--- config.mk ---
export PLATFORM = sky130hd
export DESIGN_NAME = alu_issue_ctrl
export DESIGN_NICKNAME = d
export VERILOG_FILES = /design/src/rtl/alu_pkg.sv /design/src/rtl/alu_req_fifo.sv /design/src/rtl/alu_issue_ctrl.sv
export SDC_FILE = /design/constraint.sdc
export NUM_CORES = 1
export LEC_CHECK = 0
export BUFFER_PORTS_ARGS = -buffer_cell sky130_fd_sc_hd__buf_2
export CAP_MARGIN = 20
export CORE_MARGIN = 4
export CORE_UTILIZATION = 61
export DETAILED_ROUTE_END_ITERATION = 10
export GPL_TIMING_DRIVEN = 0
export PLACE_DENSITY = 0.95
export SYNTH_ARGS = -nofsm -noshare
export SYNTH_HDL_FRONTEND = slang
export SYNTH_HIERARCHICAL = 1
export SYNTH_SLANG_ARGS = --single-unit
--- constraint.sdc ---
create_clock -name clock -period 6.14 [get_ports clock]
set_input_delay 1.228 -clock clock [delete_from_list [all_inputs] [get_ports clock]]
set_output_delay 1.228 -clock clock [all_outputs]
set_load 0.005 [all_outputs]
--- src/rtl/alu_pkg.sv ---
// Shared constants, opcode values, FSM encoding and request record for the ALU issue path.
`timescale 1ns/1ps
package alu_pkg;

  localparam int DATA_W = 16;
  localparam int OP_W   = 3;

  // Opcode values belong to the ALU; the issue stage passes them through untouched.
  localparam logic [OP_W-1:0] OP_ADD = 3'd0;
  localparam logic [OP_W-1:0] OP_SUB = 3'd1;
  localparam logic [OP_W-1:0] OP_AND = 3'd2;
  localparam logic [OP_W-1:0] OP_OR  = 3'd3;
  localparam logic [OP_W-1:0] OP_XOR = 3'd4;

  typedef enum logic [1:0] {
    IDLE = 2'd0,
    WAIT = 2'd1,
    HOLD = 2'd2
  } issue_state_t;

  typedef struct packed {
    logic              chain;
    logic [DATA_W-1:0] in1;
    logic [DATA_W-1:0] in2;
    logic [OP_W-1:0]   op;
  } alu_req_t;

endpackage

--- src/rtl/alu_req_fifo.sv ---
// Show-ahead synchronous request FIFO with occupancy count; DEPTH must be a power of two.
`timescale 1ns/1ps
module alu_req_fifo #(
  parameter int WIDTH = 35,
  parameter int DEPTH = 4
) (
  input  logic                       clock,
  input  logic                       reset_n,
  input  logic                       push,
  input  logic [WIDTH-1:0]           push_data,
  input  logic                       pop,
  output logic [WIDTH-1:0]           pop_data,
  output logic [$clog2(DEPTH):0]     count,
  output logic                       full,
  output logic                       empty
);

  localparam int PTR_W = $clog2(DEPTH);

  logic [WIDTH-1:0] mem [DEPTH];
  logic [PTR_W-1:0] wr_ptr;
  logic [PTR_W-1:0] rd_ptr;
  logic             do_push;
  logic             do_pop;

  assign full     = (count == (PTR_W+1)'(DEPTH));
  assign empty    = (count == '0);
  assign do_push  = push && !full;
  assign do_pop   = pop && !empty;
  assign pop_data = mem[rd_ptr];

  always_ff @(posedge clock) begin
    if (do_push) mem[wr_ptr] <= push_data;
  end

  // Pointers wrap naturally because DEPTH is a power of two.
  always_ff @(posedge clock or negedge reset_n) begin
    if (!reset_n) begin
      wr_ptr <= '0;
      rd_ptr <= '0;
      count  <= '0;
    end else begin
      if (do_push) wr_ptr <= wr_ptr + PTR_W'(1);
      if (do_pop)  rd_ptr <= rd_ptr + PTR_W'(1);
      case ({do_push, do_pop})
        2'b10:   count <= count + (PTR_W+1)'(1);
        2'b01:   count <= count - (PTR_W+1)'(1);
        default: count <= count;
      endcase
    end
  end

endmodule

--- src/rtl/alu_issue_ctrl.sv ---
// Issue stage for the clocked ALU: queues requests, drives one op at a time, holds the result.
// Optional macro ALU_ISSUE_CHAIN_EN lets a request take operand A from the last captured result.
`timescale 1ns/1ps
module alu_issue_ctrl #(
  parameter int DATA_W     = 16,
  parameter int OP_W       = 3,
  parameter int FIFO_DEPTH = 4,
  parameter int ALU_LAT    = 1
) (
  input  logic              clock,
  input  logic              reset_n,
  input  logic              req_valid,
  output logic              req_ready,
  input  logic [DATA_W-1:0] req_in1,
  input  logic [DATA_W-1:0] req_in2,
  input  logic [OP_W-1:0]   req_op,
  input  logic              req_chain,
  output logic [DATA_W-1:0] alu_in1,
  output logic [DATA_W-1:0] alu_in2,
  output logic [OP_W-1:0]   alu_op,
  input  logic [DATA_W-1:0] alu_out,
  input  logic              alu_z,
  output logic              rsp_valid,
  input  logic              rsp_ready,
  output logic [DATA_W-1:0] rsp_data,
  output logic              rsp_z,
  output logic              busy
);

  import alu_pkg::*;

  localparam int CNT_W = $clog2(ALU_LAT + 1);

`ifdef ALU_ISSUE_CHAIN_EN
  localparam int REQ_W = 2*DATA_W + OP_W + 1;
`else
  localparam int REQ_W = 2*DATA_W + OP_W;
`endif

  issue_state_t               state;
  logic [CNT_W-1:0]           cnt;
  logic [REQ_W-1:0]           push_data;
  logic [REQ_W-1:0]           head;
  logic [$clog2(FIFO_DEPTH):0] unused_fifo_count;
  logic                       fifo_full;
  logic                       fifo_empty;
  logic                       pop;
  logic                       head_chain;
  logic [DATA_W-1:0]          head_in1;
  logic [DATA_W-1:0]          head_in2;
  logic [OP_W-1:0]            head_op;

`ifdef ALU_ISSUE_CHAIN_EN
  assign push_data  = {req_chain, req_in1, req_in2, req_op};
  assign head_chain = head[REQ_W-1];
`else
  logic unused_chain;
  assign unused_chain = req_chain;
  assign push_data    = {req_in1, req_in2, req_op};
  assign head_chain   = 1'b0;
`endif

  assign head_in1 = head[2*DATA_W+OP_W-1 -: DATA_W];
  assign head_in2 = head[DATA_W+OP_W-1 -: DATA_W];
  assign head_op  = head[OP_W-1:0];

  assign req_ready = !fifo_full;
  assign busy      = (state != IDLE) || !fifo_empty;

  // Issue happens from IDLE, or from HOLD on the very cycle the held result is accepted.
  assign pop = !fifo_empty &&
               ((state == IDLE) || ((state == HOLD) && rsp_ready));

  alu_req_fifo #(
    .WIDTH (REQ_W),
    .DEPTH (FIFO_DEPTH)
  ) u_fifo (
    .clock     (clock),
    .reset_n   (reset_n),
    .push      (req_valid),
    .push_data (push_data),
    .pop       (pop),
    .pop_data  (head),
    .count     (unused_fifo_count),
    .full      (fifo_full),
    .empty     (fifo_empty)
  );

  always_ff @(posedge clock or negedge reset_n) begin
    if (!reset_n) begin
      state     <= IDLE;
      cnt       <= '0;
      alu_in1   <= '0;
      alu_in2   <= '0;
      alu_op    <= '0;
      rsp_valid <= 1'b0;
      rsp_data  <= '0;
      rsp_z     <= 1'b0;
    end else begin
      if (pop) begin
        alu_in1 <= head_chain ? rsp_data : head_in1;
        alu_in2 <= head_in2;
        alu_op  <= head_op;
        cnt     <= CNT_W'(ALU_LAT);
      end
      case (state)
        IDLE: if (pop) state <= WAIT;
        WAIT: begin
          if (cnt == '0) begin
            rsp_data  <= alu_out;
            rsp_z     <= alu_z;
            rsp_valid <= 1'b1;
            state     <= HOLD;
          end else begin
            cnt <= cnt - CNT_W'(1);
          end
        end
        HOLD: begin
          if (rsp_ready) begin
            rsp_valid <= 1'b0;
            state     <= pop ? WAIT : IDLE;
          end
        end
        default: state <= IDLE;
      endcase
    end
  end

endmodule

---- Word level (Yosys, flattened, before mapping) ----
Memory sizes are Yosys's and may differ from the RTL's. A register that Yosys moved wholly into a read port is not among the register bits.
Cells that the tools add are included.
operators by class
  add/sub/neg operators ................... 5
  $mul .................................... 0
  divide/modulo/power cells ............... 0
  magnitude comparators ................... 0
  equality and inequality tests ........... 8
  shifts and indexed selects .............. 0
  mux-type cells .......................... 14
  bitwise operators ....................... 1
  reductions and logical operators ........ 17
operators by type and width
  cell                   number
  $mux W1                8
  $mux W2                3
  $ne A2 B2 Y1 const B   3
  $pmux W2 S3            1
  $pmux W3 S2            1
  $reduce_and A3 Y1      2
  $reduce_bool A2 Y1     3
  $add A2 B1 Y2 const B  2
  $eq A2 B1 Y1 const B   2
  $eq A2 B2 Y1 const B   2
  $logic_and A1 B1 Y1    4
  $add A3 B1 Y3 const B  1
  $eq A3 B3 Y1 const B   1
  $logic_not A1 Y1       3
  $logic_not A3 Y1       1
  $sub A3 B1 Y3 const B  1
  $logic_not A2 Y1       1
  $logic_or A1 B1 Y1     2
  $pmux W1 S2            1
  $reduce_and A2 Y1      1
  $not A1 Y1             1
  $sub A1 B1 Y1 const B  1
storage, ports and cells
  register bits ........................... 28
  bits in latches ......................... 0
  bits in writable memories ............... 140
  memory bits (read-only) ................. 0
  word-level logic and storage cells ...... 54
  memories kept ........................... 1
memories
  memory      depth  width  rd ports  clocked after Yosys merged registers in  wr ports  line                RTL
  u_fifo.mem  4      35     1         1                                        1         alu_req_fifo.sv:20  logic [WIDTH-1:0] mem [DEPTH];

---- Logic depth before layout (Yosys ltp) ----
  word-level depth ........................ 7
  mapped depth ............................ 12
  depth with buffers taken out ............ 10

---- By module ----
Netlist, hierarchy kept.
modules (own cells, without submodules)
  module          instances  cells each  area an instance (um^2)
  alu_req_fifo    1          221         5530.3
  alu_issue_ctrl  1          132         2282.2

---- Worst setup path before layout ----
OpenSTA, ideal clock, no wires.
  path type ............................... input-to-reg
  start ................................... in rsp_ready
  end ..................................... reg u_fifo.count[2]
  setup time .............................. 0.079 ns
  data arrival time ....................... 3.057 ns
  required time ........................... 6.061 ns
  path slack .............................. 3.004 ns
  cell stages on the path ................. 12
  path buffers ............................ 2
  path through ............................ nor2b_4 or3_1 buf_6 buf_12 inv_1 o31a_1 ha_1 inv_1 fa_1 xor2_1 nor2_1 xor2_1
on the way
  longest elaborated chain between the ends .. 6
  elaborated cells on any way between the ends .. 8
  classes of those cells .................. eq/ne: 2; mux: 1; reduce/logical: 5
RTL lines
  item                                               line                  RTL
  start: declaration                                 alu_issue_ctrl.sv:24  input logic rsp_ready,
  $logic_and A1 B1 Y1 (*)                            alu_issue_ctrl.sv:72  ((state == IDLE) || ((state == HOLD) && rsp_ready));
  $logic_or A1 B1 Y1 (*)                             alu_issue_ctrl.sv:72
  $logic_and A1 B1 Y1 (*)                            alu_issue_ctrl.sv:71  assign pop = !fifo_empty &&
  net pop                                            alu_issue_ctrl.sv:47  logic pop;
  $logic_and A1 B1 Y1 (*)                            alu_req_fifo.sv:29    assign do_pop = pop && !empty;
  net u_fifo.do_pop                                  alu_req_fifo.sv:24    logic do_pop;
  $eq A2 B1 Y1 or $eq A2 B2 Y1 (tied branches)       alu_req_fifo.sv:45    case ({do_push, do_pop})
  $pmux W3 S2 or $reduce_bool A2 Y1 (tied branches)  n/a
  end signal: assignment                             alu_req_fifo.sv:46    2'b10: count <= count + (PTR_W+1)'(1);
  end signal: assignment                             alu_req_fifo.sv:47    2'b01: count <= count - (PTR_W+1)'(1);
  end signal: assignment                             alu_req_fifo.sv:48    default: count <= count;
  end: declaration                                   alu_req_fifo.sv:13    output logic [$clog2(DEPTH):0] count,
The timed path passes the listed nets; every way through them passes the cells marked *.
A chain may end at the register's enable or synchronous reset.

---- Worst setup path in the final report ----
Ends and elaborated chain as after synthesis.

==> impl_metrics.env <==
export IMPL_synth_edff_count=140
export IMPL_fp_row_count=41
export IMPL_slew_headroom=0.447
export IMPL_async_flop_share=0.310
export IMPL_p_sw_mw=1.38
export IMPL_cts_buffer_depth=3
export IMPL_post_cts_buffers=0
export IMPL_seq_power_share=0.421
export IMPL_use_met3=0.0331
export IMPL_synthesis_nets=416
export IMPL_drc=0
export IMPL_grt_max_degree=64
export IMPL_dr_pass1_iters=4
export IMPL_final_common_cell="edfxtp_1"
export IMPL_p_clk_frac=0.239
export IMPL_synthDistinctLibCells=30
export IMPL_nNetsFinal=551
export IMPL_grt_util_met2=0.379
export IMPL_drive_gt1_frac=0.494
export IMPL_power_mw=4.97
export IMPL_antenna_found_initial=2
export IMPL_min_period_over_period=0.495
export IMPL_setup_violations_final=0
export IMPL_avgSynthCellArea_um2=22.1
export IMPL_routed_wl_mm=14.3
export IMPL_internal_power_mw=3.59
export IMPL_cts_hold_buf=0
export IMPL_ys_flop_type="edfxtp_1"
export IMPL_leakagePower_nw=3.66
export IMPL_arrival_ns=3.43
export IMPL_worst_pin_slew_ns=0.830
export IMPL_root_buffer="clkbuf_16"
export IMPL_grtUsageTotal=0.204
export IMPL_vias_per_cell=5.64
export IMPL_coreArea_um2=12600
export IMPL_synth_seq_cells=203
export IMPL_insertedDiodeCount=0
export IMPL_final_cell_mix="edfxtp_1 (140), buf_2 (113), dfrtp_1 (63)"
export IMPL_die_width_um=121
export IMPL_numCtsBuffers=19
export IMPL_ir_drop_mv=0.340
export IMPL_reg2reg_from="state[1]$_DFFE_PN0P_"
export IMPL_status="finished clean"
export IMPL_cpMaxStageDelayCell="fa_1"
export IMPL_cp_max_fo=10
export IMPL_cts_tree="done"
export IMPL_setup_tns_ns=0
export IMPL_path_class="input pin to flip-flop"
export IMPL_fin_crit_ns=3.04
export IMPL_pin_count=112
export IMPL_num_vias=3789
export IMPL_ys_warn_count=6
export IMPL_synthCells=353
export IMPL_grt_overflow=0
export IMPL_cts_repair_resized=0
export IMPL_gp_congestion=0.692
export IMPL_die_area_um2=14700
export IMPL_grt_first_pass_wirelength_mm=22.6
export IMPL_cts_max_level=1
export IMPL_grt_pass1_vias=4073
export IMPL_dieHeight_um=121
export IMPL_drt_iter0_drc=193
export IMPL_wl_per_cell_um=21.3
export IMPL_top_usage_layer="met2"
export IMPL_whs_endpoint="rsp_data[12]$_DFFE_PN0P_"
export IMPL_final_antenna_net_count=0
export IMPL_startpoint_type="input pin"
export IMPL_clock_skew_ns=0.00854
export IMPL_placed_cells=639
export IMPL_power_density_nw_per_um2=534
export IMPL_num_fill_cells=711
export IMPL_initial_utilization=0.622
export IMPL_reg2reg_depth=12
export IMPL_p_comb_frac=0.340
export IMPL_worstHoldPathType="flip-flop to flip-flop"
export IMPL_cap_viol_max_count=0
export IMPL_min_from="rsp_data[12]$_DFFE_PN0P_"
export IMPL_stdcell_count=672
export IMPL_netlist_area_um2=7810
export IMPL_final_hold_violation_count=0
export IMPL_cp_slowest_stage_delay_ns=0.37
export IMPL_clk_latency_ns=0.47
export IMPL_post_dp_hpwl_mm=9.41
export IMPL_path_cells="buf_2 > nor2b_4 > or3_1 > buf_6 > buf_12 > inv_1 > o31a_1 > ha_1 > inv_1 > fa_1 > xor2_1 > nor2_1 > xor2_1"
export IMPL_reg2reg_to="u_fifo/count[2]$_DFFE_PN0P_"
export IMPL_place_port_buffers=110
export IMPL_ys_seq_area_frac=0.740
export IMPL_met1_usage=0.253
export IMPL_worstSetupEndpointType="flip-flop"
export IMPL_max_clock_freq_ghz=0.329
export IMPL_cts_sinks=203
export IMPL_rsz0062_at_grt="no"
export IMPL_worstPathRequired_ns=6.53
export IMPL_clk_pin_slew_ns=0.06
export IMPL_swShare=0.277
export IMPL_rrSetupSlack_ns=3.39
export IMPL_syn_to_final_growth_pct=19.2
export IMPL_min_path_cells=1
export IMPL_maxSlewViolCount=0
## cell type report
| class | count | area [um^2] | area share |
|---|---|---|---|
| Tap cell | 172 | 215 | 0.0231 |
| Clock buffer | 24 | 524 | 0.0563 |
| Timing Repair Buffer | 114 | 633 | 0.0680 |
| Buffer | 13 | 170 | 0.0183 |
| Sequential cell | 203 | 5780 | 0.621 |
| Clock inverter | 9 | 119 | 0.0128 |
| Multi-Input combinational cell | 128 | 1830 | 0.197 |
| Inverter | 9 | 33.8 | 0.00363 |
## cells by family (layout without fill, tap and decap cells)
logic type,count (synthesis),count (layout),share of synthesized area
fa+ha+maj,6,6,0.0106
buf+inv,22,169,0.0261
compound gates,5,5,0.00464
xor+xnor,6,6,0.00673
simple gates,23,23,0.0179
flops,203,203,0.740
mux,88,88,0.194
## worst max-delay path: cells and delay by family
| family | cells | cell delay, ns |
|---|---|---|
| buffers and inverters | 5 | 0.58 |
| AND/OR/NAND/NOR | 3 | 0.48 |
| XOR/XNOR | 2 | 0.31 |
| AO/OA/AOI/OAI | 1 | 0.24 |
| adder cells (fa/ha/maj) | 2 | 0.60 |
## metrics by stage
stage,setup slack [ns],area [um^2],utilization,hold WS [ns]
finish,3.10,9310,0.741,0.499
floorplan,3.00,7810,-,0.476
CTS,3.09,9310,0.741,0.503
detailed placement,2.63,8670,0.689,0.487
global placement,2.71,8580,0.683,0.483
global route,3.00,9310,0.741,0.509
## power groups by stage
| stage | Combinational, mW | Sequential (mW) | Clock, mW |
|---|---|---|---|
| 3_3_place_gp | 1.59 | 2.08 | 0 |
| 5_1_grt | 1.81 | 2.13 | 1.28 |
| 3_5_place_dp | 1.70 | 2.11 | 0 |
| 6_report | 1.69 | 2.09 | 1.19 |
| 4_1_cts | 1.72 | 2.09 | 1.22 |
| 2_1_floorplan | 1.17 | 2.09 | 0 |
## sequential cells by signal, indices dropped and copies added, names as in the netlist
name / flops
u_fifo/mem: 140
rsp_z: 1
rsp_data: 16
alu_in2: 16
alu_in1: 16
rsp_valid: 1
u_fifo/count: 3
alu_op: 3
cnt: 1
state: 2
u_fifo/wr_ptr: 2
u_fifo/rd_ptr: 2
## worst max path at each step
stage | start | to | cells after the start
6_report | rsp_ready | u_fifo/count[2]$_DFFE_PN0P_ | 13
5_1_grt | rsp_ready | u_fifo/count[2]$_DFFE_PN0P_ | 13
4_1_cts | rsp_ready | u_fifo/count[2]$_DFFE_PN0P_ | 13
3_5_place_dp | rsp_ready | u_fifo/count[2]$_DFFE_PN0P_ | 13
3_3_place_gp | req_valid | u_fifo/mem[1][7]$_DFFE_PP_ | 3
2_1_floorplan | rsp_ready | u_fifo/count[2]$_DFFE_PN0P_ | 12
## synth_stat cells, types with 2 or more instances
library cell,count,area share
mux4_2,28,0.081
mux2_4,28,0.054
buf_2,4,0.0026
dfrtp_1,63,0.20
xor2_1,3,0.0034
nor2_1,6,0.0029
inv_1,9,0.0043
mux4_1,7,0.024
edfxtp_1,140,0.54
and2_1,4,0.0032
ha_1,5,0.0080
mux2_2,25,0.036
nand2_1,6,0.0029
buf_12,6,0.015
buf_6,2,0.0029
xnor2_1,3,0.0034
## metal layers
layer  routed length [um]  share of wire  vias to the layer above
li1                     -              -                     1656
met2                 7760           0.54                      109
met5                   27         0.0019                        -
met4                  240          0.017                        4
met3                  750          0.052                       23
met1                 5540           0.39                     1997
(Power assumes the default switching activity.)
